==> src/rtl/ad_ip_jesd204_tpl_dac_pkg.sv <==
// Shared definitions for the TPL DAC transmit FIFO: the FIFO state type and
// the width of the underflow event counter.
package ad_ip_jesd204_tpl_dac_pkg;

  typedef enum logic [1:0] {
    ST_IDLE    = 2'd0,
    ST_PREFILL = 2'd1,
    ST_RUN     = 2'd2
  } fifo_state_t;

  localparam int UNDERFLOW_CNT_WIDTH = 16;

endpackage

==> src/rtl/ad_ip_jesd204_tpl_dac_fifo_mem.sv <==
// Simple dual-port RAM: synchronous write port, asynchronous read port.
module ad_ip_jesd204_tpl_dac_fifo_mem #(
  parameter int DATA_WIDTH = 128,
  parameter int ADDR_WIDTH = 4
) (
  input  logic                  clk,
  input  logic                  wr_en,
  input  logic [ADDR_WIDTH-1:0] wr_addr,
  input  logic [DATA_WIDTH-1:0] wr_data,
  input  logic [ADDR_WIDTH-1:0] rd_addr,
  output logic [DATA_WIDTH-1:0] rd_data
);

  logic [DATA_WIDTH-1:0] mem [2**ADDR_WIDTH];

  // Write port.
  // NOTE: the storage array has no reset; the FIFO level decides which
  // entries are valid, so stale contents are never observed.
  always_ff @(posedge clk) begin
    if (wr_en) mem[wr_addr] <= wr_data;
  end

  assign rd_data = mem[rd_addr];

endmodule

==> src/rtl/ad_ip_jesd204_tpl_dac_fifo.sv <==
// Elastic buffer between the transmit DMA stream and the TPL DAC core.
// Accepts DMA words on a valid/ready handshake, waits for PREFILL_LEVEL words,
// then feeds one word per dac_valid cycle into dac_ddata. Underflow zeroes the
// output, raises a sticky flag and re-primes; dac_sync flushes the buffer.
// Build option: AD_TPL_DAC_FIFO_UNDERFLOW_CNT_EN builds the 16-bit saturating
// underflow counter; otherwise underflow_cnt is tied to zero.
module ad_ip_jesd204_tpl_dac_fifo
  import ad_ip_jesd204_tpl_dac_pkg::*;
#(
  parameter int DMA_DATA_WIDTH  = 128,
  parameter int FIFO_ADDR_WIDTH = 4,
  parameter int PREFILL_LEVEL   = 8
) (
  input  logic                           clk,
  input  logic                           reset,
  input  logic                           enable,
  input  logic                           dac_sync,
  input  logic                           s_valid,
  output logic                           s_ready,
  input  logic [DMA_DATA_WIDTH-1:0]      s_data,
  input  logic                           dac_valid,
  output logic [DMA_DATA_WIDTH-1:0]      dac_ddata,
  output logic [FIFO_ADDR_WIDTH:0]       fill_level,
  output logic                           running,
  output logic                           underflow,
  input  logic                           underflow_clr,
  output logic [UNDERFLOW_CNT_WIDTH-1:0] underflow_cnt
);

  localparam int                   DEPTH       = 2**FIFO_ADDR_WIDTH;
  localparam logic [FIFO_ADDR_WIDTH:0] DEPTH_LVL   = (FIFO_ADDR_WIDTH+1)'(DEPTH);
  localparam logic [FIFO_ADDR_WIDTH:0] PREFILL_LVL = (FIFO_ADDR_WIDTH+1)'(PREFILL_LEVEL);

  fifo_state_t                state_q, state_nxt;
  logic [FIFO_ADDR_WIDTH-1:0] wr_ptr_q, rd_ptr_q;
  logic [FIFO_ADDR_WIDTH:0]   level_q, level_nxt;
  logic [DMA_DATA_WIDTH-1:0]  rd_data;
  logic                       push, wr_en, pop, flush, uf_event;

  ad_ip_jesd204_tpl_dac_fifo_mem #(
    .DATA_WIDTH (DMA_DATA_WIDTH),
    .ADDR_WIDTH (FIFO_ADDR_WIDTH)
  ) i_mem (
    .clk     (clk),
    .wr_en   (wr_en),
    .wr_addr (wr_ptr_q),
    .wr_data (s_data),
    .rd_addr (rd_ptr_q),
    .rd_data (rd_data)
  );

  // Next state, pop/underflow decisions and next level; flushes beat traffic.
  // NOTE: every output of this block gets a default first so no latch is inferred.
  always_comb begin
    state_nxt = state_q;
    flush     = 1'b0;
    pop       = 1'b0;
    uf_event  = 1'b0;
    push      = s_valid && s_ready;
    if (!enable) begin
      state_nxt = ST_IDLE;
      flush     = 1'b1;
    end else if (dac_sync && state_q != ST_IDLE) begin
      state_nxt = ST_PREFILL;
      flush     = 1'b1;
    end else begin
      case (state_q)
        ST_IDLE:    state_nxt = ST_PREFILL;
        ST_PREFILL: if (level_q >= PREFILL_LVL) state_nxt = ST_RUN;
        ST_RUN: begin
          if (dac_valid) begin
            if (level_q != '0) begin
              pop = 1'b1;
            end else begin
              uf_event  = 1'b1;
              state_nxt = ST_PREFILL;
            end
          end
        end
        default:    state_nxt = ST_IDLE;
      endcase
    end
    wr_en = push && !flush;
    if (flush)              level_nxt = '0;
    else if (wr_en && !pop) level_nxt = level_q + 1'b1;
    else if (!wr_en && pop) level_nxt = level_q - 1'b1;
    else                    level_nxt = level_q;
  end

  // State, pointers, level, handshake and output data registers.
  // NOTE: sequential state uses non-blocking assignments so every register
  // samples pre-edge values regardless of statement order.
  always_ff @(posedge clk or posedge reset) begin
    if (reset) begin
      state_q   <= ST_IDLE;
      wr_ptr_q  <= '0;
      rd_ptr_q  <= '0;
      level_q   <= '0;
      s_ready   <= 1'b0;
      running   <= 1'b0;
      dac_ddata <= '0;
    end else begin
      state_q <= state_nxt;
      level_q <= level_nxt;
      s_ready <= (state_nxt != ST_IDLE) && (level_nxt < DEPTH_LVL);
      running <= (state_nxt == ST_RUN);
      if (flush) begin
        wr_ptr_q <= '0;
        rd_ptr_q <= '0;
      end else begin
        if (wr_en) wr_ptr_q <= wr_ptr_q + 1'b1;
        if (pop)   rd_ptr_q <= rd_ptr_q + 1'b1;
      end
      if (flush || uf_event) dac_ddata <= '0;
      else if (pop)          dac_ddata <= rd_data;
    end
  end

  // Sticky underflow flag; a new underflow wins over a clear.
  always_ff @(posedge clk or posedge reset) begin
    if (reset)              underflow <= 1'b0;
    else if (uf_event)      underflow <= 1'b1;
    else if (underflow_clr) underflow <= 1'b0;
  end

`ifdef AD_TPL_DAC_FIFO_UNDERFLOW_CNT_EN
  logic [UNDERFLOW_CNT_WIDTH-1:0] uf_cnt_q;

  // Saturating underflow event counter; a clear with a new event leaves 1.
  always_ff @(posedge clk or posedge reset) begin
    if (reset)                          uf_cnt_q <= '0;
    else if (underflow_clr)             uf_cnt_q <= uf_event ? UNDERFLOW_CNT_WIDTH'(1) : '0;
    else if (uf_event && uf_cnt_q != '1) uf_cnt_q <= uf_cnt_q + 1'b1;
  end

  assign underflow_cnt = uf_cnt_q;
`else
  assign underflow_cnt = '0;
`endif

  assign fill_level = level_q;

endmodule

==> config.mk <==
export PLATFORM = sky130hd
export DESIGN_NAME = ad_ip_jesd204_tpl_dac_fifo
export DESIGN_NICKNAME = d
export VERILOG_FILES = /design/src/rtl/ad_ip_jesd204_tpl_dac_pkg.sv /design/src/rtl/ad_ip_jesd204_tpl_dac_fifo_mem.sv /design/src/rtl/ad_ip_jesd204_tpl_dac_fifo.sv
export SDC_FILE = /design/constraint.sdc
export NUM_CORES = 2
export LEC_CHECK = 0
export BUFFER_PORTS_ARGS = -buffer_cell sky130_fd_sc_hd__buf_2
export CELL_PAD_IN_SITES_DETAIL_PLACEMENT = 1
export CELL_PAD_IN_SITES_GLOBAL_PLACEMENT = 2
export CORE_AREA = 2 2 432 434
export DETAILED_ROUTE_END_ITERATION = 8
export DIE_AREA = 0 0 434 436
export GPL_TIMING_DRIVEN = 0
export PLACE_DENSITY = 0.72
export SYNTH_ARGS = -nofsm -noshare
export SYNTH_HDL_FRONTEND = slang
export SYNTH_HIERARCHICAL = 1
export SYNTH_SLANG_ARGS = --single-unit
==> constraint.sdc <==
create_clock -name clk -period 35.7 [get_ports clk]
set_input_delay 7.14 -clock clk [delete_from_list [all_inputs] [get_ports clk]]
set_output_delay 7.14 -clock clk [all_outputs]
set_load 0.005 [all_outputs]
Word level (Yosys, flattened, before mapping)
Memories as Yosys holds them, arrays and structs flattened.
Index checks and enable logic that the tools add are counted.
Word-level totals
  memories kept: 1
  bits in writable memories: 2048
  logic and storage cells: 67
  output and inout port bits: 152
  input port bits: 135
  register bits: 146
Memories
  i_mem.mem: depth 16, bits a word 128, read ports 1, clocked after Yosys merged registers in 0, write ports 1, line ad_ip_jesd204_tpl_dac_fifo_mem.sv:14  | logic [DATA_WIDTH-1:0] mem [2**ADDR_WIDTH];
Cells by class
  equality and inequality tests: 3
  order comparisons: 2
  reductions and logical operators: 18
  multiplexer cells: 31
  $add $sub $neg: 4
Operators by type and width (number)
  2-to-1 mux 128 bit: 2
  2-to-1 mux 1 bit: 16
  2-to-1 mux 4 bit: 4
  2-to-1 mux 5 bit: 3
  nonzero test 2 bit: 6
  2-to-1 mux 2 bit: 5
  adder 4 x 1 -> 4 bit (second input constant): 2
  logical AND 1 bit: 6
  case mux 2 bit (3 select lines): 1
  adder 5 x 1 -> 5 bit (second input constant): 1
  greater-or-equal comparator 5 x 4 -> 1 bit (second input constant): 1
  < comparator 5 bit (second input constant): 1
  nonzero test 5 bit: 1
  subtractor 5 x 1 -> 5 bit (second input constant): 1
  == test 2 bit (second input constant): 2
  logical NOT 1 bit: 3
  == test 2 x 1 -> 1 bit (second input constant): 1
  logical NOT 2 bit: 1
  logical OR 1 bit: 1

Depth between registers and ports, before layout
  depth after elaboration: 13
  depth in mapped cells: 8
  gate-level depth less buffers: 7

By module
Netlist, hierarchy kept.
Modules (own cells, without submodules)
  ad_ip_jesd204_tpl_dac_fifo_mem: area each 76905.0 µm², cells each 3229, seq. area each 61499.0 µm², instances 1
  ad_ip_jesd204_tpl_dac_fifo: area each 5649.2 µm², cells each 415, seq. area each 3653.5 µm², instances 1

Worst setup path after synthesis
No wires, ideal clock.
  path kind: input to register
  start point: input port dac_sync
  end point: memory i_mem.mem[0][0], enable pin
  setup time: 0.772 ns
  data required time: 34.928 ns
  setup slack: 17.959 ns
  arrival time: 16.969 ns
  stages: 6
  path buffers: 1
  cell sequence: o21ai_0 nand2_1 clkbuf_1 nor2_1 or3b_2 nor3_1
Between the ends
  longest elaborated chain between the ends: 7
RTL lines
  start, declared: line ad_ip_jesd204_tpl_dac_fifo.sv:17  | input logic dac_sync,
  logical AND 1 bit: line ad_ip_jesd204_tpl_dac_fifo.sv:63  | end else if (dac_sync && state_q != ST_IDLE) begin
  2-to-1 mux 1 bit: line ad_ip_jesd204_tpl_dac_fifo.sv:63
  2-to-1 mux 1 bit: line ad_ip_jesd204_tpl_dac_fifo.sv:60  | if (!enable) begin
  logical NOT 1 bit: line ad_ip_jesd204_tpl_dac_fifo.sv:83  | wr_en = push && !flush;
  logical AND 1 bit: line ad_ip_jesd204_tpl_dac_fifo.sv:83
  net wr_en: line ad_ip_jesd204_tpl_dac_fifo.sv:38  | logic push, wr_en, pop, flush, uf_event;
  2-to-1 mux 1 bit: line ad_ip_jesd204_tpl_dac_fifo_mem.sv:20  | if (wr_en) mem[wr_addr] <= wr_data;
  2-to-1 mux 1 bit (implied by the code): line ad_ip_jesd204_tpl_dac_fifo_mem.sv:20
  end, declared: line ad_ip_jesd204_tpl_dac_fifo_mem.sv:14
The timed path passes the listed nets, and every way through them passes these cells.

Worst setup path in the final report
  start point: input port dac_sync
  end point: memory i_mem.mem[0][46], enable pin
Same word-level chain as after synthesis.

==> flow_metrics.env <==
export IMPL_cts_tree="built"
export IMPL_first_iter_violations=4604
export IMPL_p_leak_uw=0.0315
export IMPL_finalWirelength_um=230000
export IMPL_synth_area_top_cells="edfxtp_1 74%, mux4_2 13%, dfrtp_1 4.4%, a22oi_1 2.0%, a22o_1 1.4%"
export IMPL_dieArea_um2=189000
export IMPL_fin_util=0.525
export IMPL_required_ns=36.26
export IMPL_rsz0062_at_grt="no"
export IMPL_drive_gt1_frac=0.324
export IMPL_hp_class="register to register"
export IMPL_cts_sinks=2194
export IMPL_final_area_um2=96900
export IMPL_postSynthCellCount=3644
export IMPL_rows=158
export IMPL_overflow=0
export IMPL_insertion_delay_ns=0.88
export IMPL_io_pins=287
export IMPL_slowest_stage="nor3_2"
export IMPL_path_clk_slew_ns=0.06
export IMPL_vias_per_cell=5.91
export IMPL_worstSetupPathType="input pin to register"
export IMPL_die_w_um=434
export IMPL_grt_pass1_vias=43433
export IMPL_synth_edff_count=2048
export IMPL_cap_violations=0
export IMPL_ctsResizeCount=0
export IMPL_start_util=0.447
export IMPL_fin_crit_sh=0.288
export IMPL_cp_arrival_ns=10.84
export IMPL_holdWs_ns=0.494
export IMPL_placed_cells=6559
export IMPL_cp_slowest_stage_delay_ns=0.66
export IMPL_post_dp_hpwl_um=151000
export IMPL_critPathMaxFanout=10
export IMPL_grt_max_degree=84
export IMPL_area_growth_pct=17.3
export IMPL_max_slew_margin=0.137
export IMPL_ys_warn_count=6
export IMPL_crit_chain="buf_2, o21ai_0, nand2_1, clkbuf_1, nor2_1, or3b_2, nor3_2, buf_6, buf_6, buf_6, buf_6, buf_6, buf_6"
export IMPL_slew_violations=0
export IMPL_p_seq_frac=0.544
export IMPL_synth_area_per_cell_um2=22.7
export IMPL_status="finished clean"
export IMPL_crit_buf_inv=8
export IMPL_final_cells=6997
export IMPL_finalSetupViolations=0
export IMPL_combPwrFrac=0.014
export IMPL_max_freq_mhz=97.2
export IMPL_netlist_area_um2=82600
export IMPL_cts_root_buf="clkbuf_16"
export IMPL_ys_types=47
export IMPL_ir_drop_v=0.0000526
export IMPL_fin_setup_tns_ns=0
export IMPL_synth_seq_cells=2194
export IMPL_dr_pass1_iters=5
export IMPL_p_sw_frac=0.202
export IMPL_h_tree_depth=4
export IMPL_p_switching_uw=1050
export IMPL_async_reset_ff_frac=0.0665
export IMPL_yosysMostFrequentCell="edfxtp_1"
export IMPL_port_buffers=270
export IMPL_cp_top_family="simple AND/OR/NAND/NOR gates"
export IMPL_wl_per_cell_um=32.9
export IMPL_ys_flop_type="edfxtp_1"
export IMPL_gp_congestion=0.734
export IMPL_drc_errors=0
export IMPL_setup_worst_path_start_class="input pin"
export IMPL_worst_pin_slew_ns=1.30
export IMPL_drtAntennaViolNets=0
export IMPL_synth_top_area_share=0.745
export IMPL_numCtsBuffers=218
export IMPL_cpMostUsedCell="buf_6"
export IMPL_power_density_nw_per_um2=53.5
export IMPL_clk_path_buf_depth=3
export IMPL_period_needed_ns=10.28
export IMPL_placed_area_um2=89600
export IMPL_coreArea_um2=185000
export IMPL_synth_top_area_cell="edfxtp_1"
export IMPL_ctsHoldBuffers=0
export IMPL_clkPwrFrac=0.442
export IMPL_hold_violations=0
export IMPL_antenna_found_initial=54
export IMPL_finalClockSkew_ns=0.0573
export IMPL_grt_use_total=0.245
export IMPL_post_cts_setup_buffers=0
export IMPL_worstSetupEndpointType="register"
export IMPL_fin_nets=4440
export IMPL_p_int_uw=4140
export IMPL_fp_dieH_um=436
export IMPL_synth_seq_area_share=0.789
export IMPL_grt_pass1_wl_um=327000
export IMPL_ys_top_cells_by_count="2048 x edfxtp_1, 477 x mux4_2, 215 x a22oi_1, 146 x dfrtp_1, 129 x a22o_1"
export IMPL_vias=41345
-- cells in the final DEF (no fill, tap or decap), drive strengths merged, types with 2 or more instances in the layout --
| master | instances |
|---|---|
| a21oi | 4 |
| a221oi | 12 |
| a22o | 129 |
| a22oi | 215 |
| and2 | 5 |
| buf | 577 |
| bufinv | 16 |
| clkbuf | 380 |
| clkinv | 72 |
| clkinvlp | 8 |
| conb | 16 |
| dfrtp | 146 |
| diode | 23 |
| edfxtp | 2048 |
| ha | 5 |
| inv | 11 |
| mux2 | 64 |
| mux2i | 27 |
| mux4 | 477 |
| nand2 | 106 |
| nand2b | 17 |
| nand3 | 4 |
| nand3b | 2 |
| nand4 | 4 |
| nor2 | 32 |
| nor2b | 29 |
| nor3 | 9 |
| o21ai | 25 |
| o221ai | 23 |
| o22a | 6 |
| o31ai | 2 |
| or2 | 2 |
| or4 | 2 |
| xnor2 | 4 |
| xor2 | 4 |
-- kinds of logic (layout without fill, tap and decap cells) --
logic type,Yosys count,in the layout,synth area share
DFF,2194,2194,0.789
xor gates and xnor gates,8,8,0.000849
adders and majority gates,5,5,0.000758
and+or+nand+nor,217,217,0.0126
other,1,39,0.0000454
buffers and inverters,229,1064,0.0142
AOI/OAI and AO/OA,422,422,0.0402
muxes,568,568,0.142
-- metrics by stage --
step	setup WS, ns	total power [uW]
floorplan	17.96	2890
global placement	5.49	2940
detailed placement	24.58	2950
CTS	25.46	5220
global route	25.25	5320
finish	25.42	5180
-- per-layer routing --
metal  vias up  wire length [um]  GRT usage
met5         -                99          0
met4        16              6620     0.0749
met3       362             15500     0.0446
met2      1607            116000      0.407
met1     22552             91900      0.329
li1      16808                 -          -
-- power groups by stage --
stage                     Sequential, uW  Combinational (uW)  Clock (uW)
after floorplan                     2870                19.1           0
after global placement              2880                66.0           0
after detailed placement            2870                73.6           0
after CTS                           2820                73.6        2330
after global routing                2820                79.9        2420
final                               2820                73.5        2290
-- cell type report --
class,count,area (um^2)
diodes,23,57.6
clock inverters,103,1120
well taps,2480,3100
repair buffers,421,3780
fillers,16172,87800
flip-flops and latches,2194,65200
clock buffers,311,6070
multi-input cells,1236,16400
inverters,4,22.5
plain buffers,225,1160
-- sequential cells by signal (all words and copies together), names as in the netlist --
register / flops
dac_ddata: 128
fill_level: 5
i_mem/mem: 2048
rd_ptr_q: 4
running: 1
s_ready: 1
state_q: 2
underflow: 1
wr_ptr_q: 4
-- path summary, 6_finish.rpt --
check                         startpoint  cells after the start                to  slack [ns]
max                             dac_sync                     13  i_mem/mem[0][46]       25.42
min                        dac_ddata[38]                      1     dac_ddata[38]        0.49
max reg2reg                   state_q[0]                     13  i_mem/mem[0][46]       31.11
min reg2reg                dac_ddata[38]                      1     dac_ddata[38]        0.49
max in group asynchronous          reset                      3     dac_ddata[71]       28.33
min in group asynchronous          reset                      2    dac_ddata[123]        6.35
-- worst register-to-register path, delay by kind of cell (launching register included) --
family | cells | cell delay [ns]
AOI/OAI and AO/OA | 1 | 0.41
buffers and inverters | 8 | 1.71
DFF | 1 | 0.35
and+or+nand+nor | 4 | 1.84
Note: power is estimated with default switching activity, not from simulation.
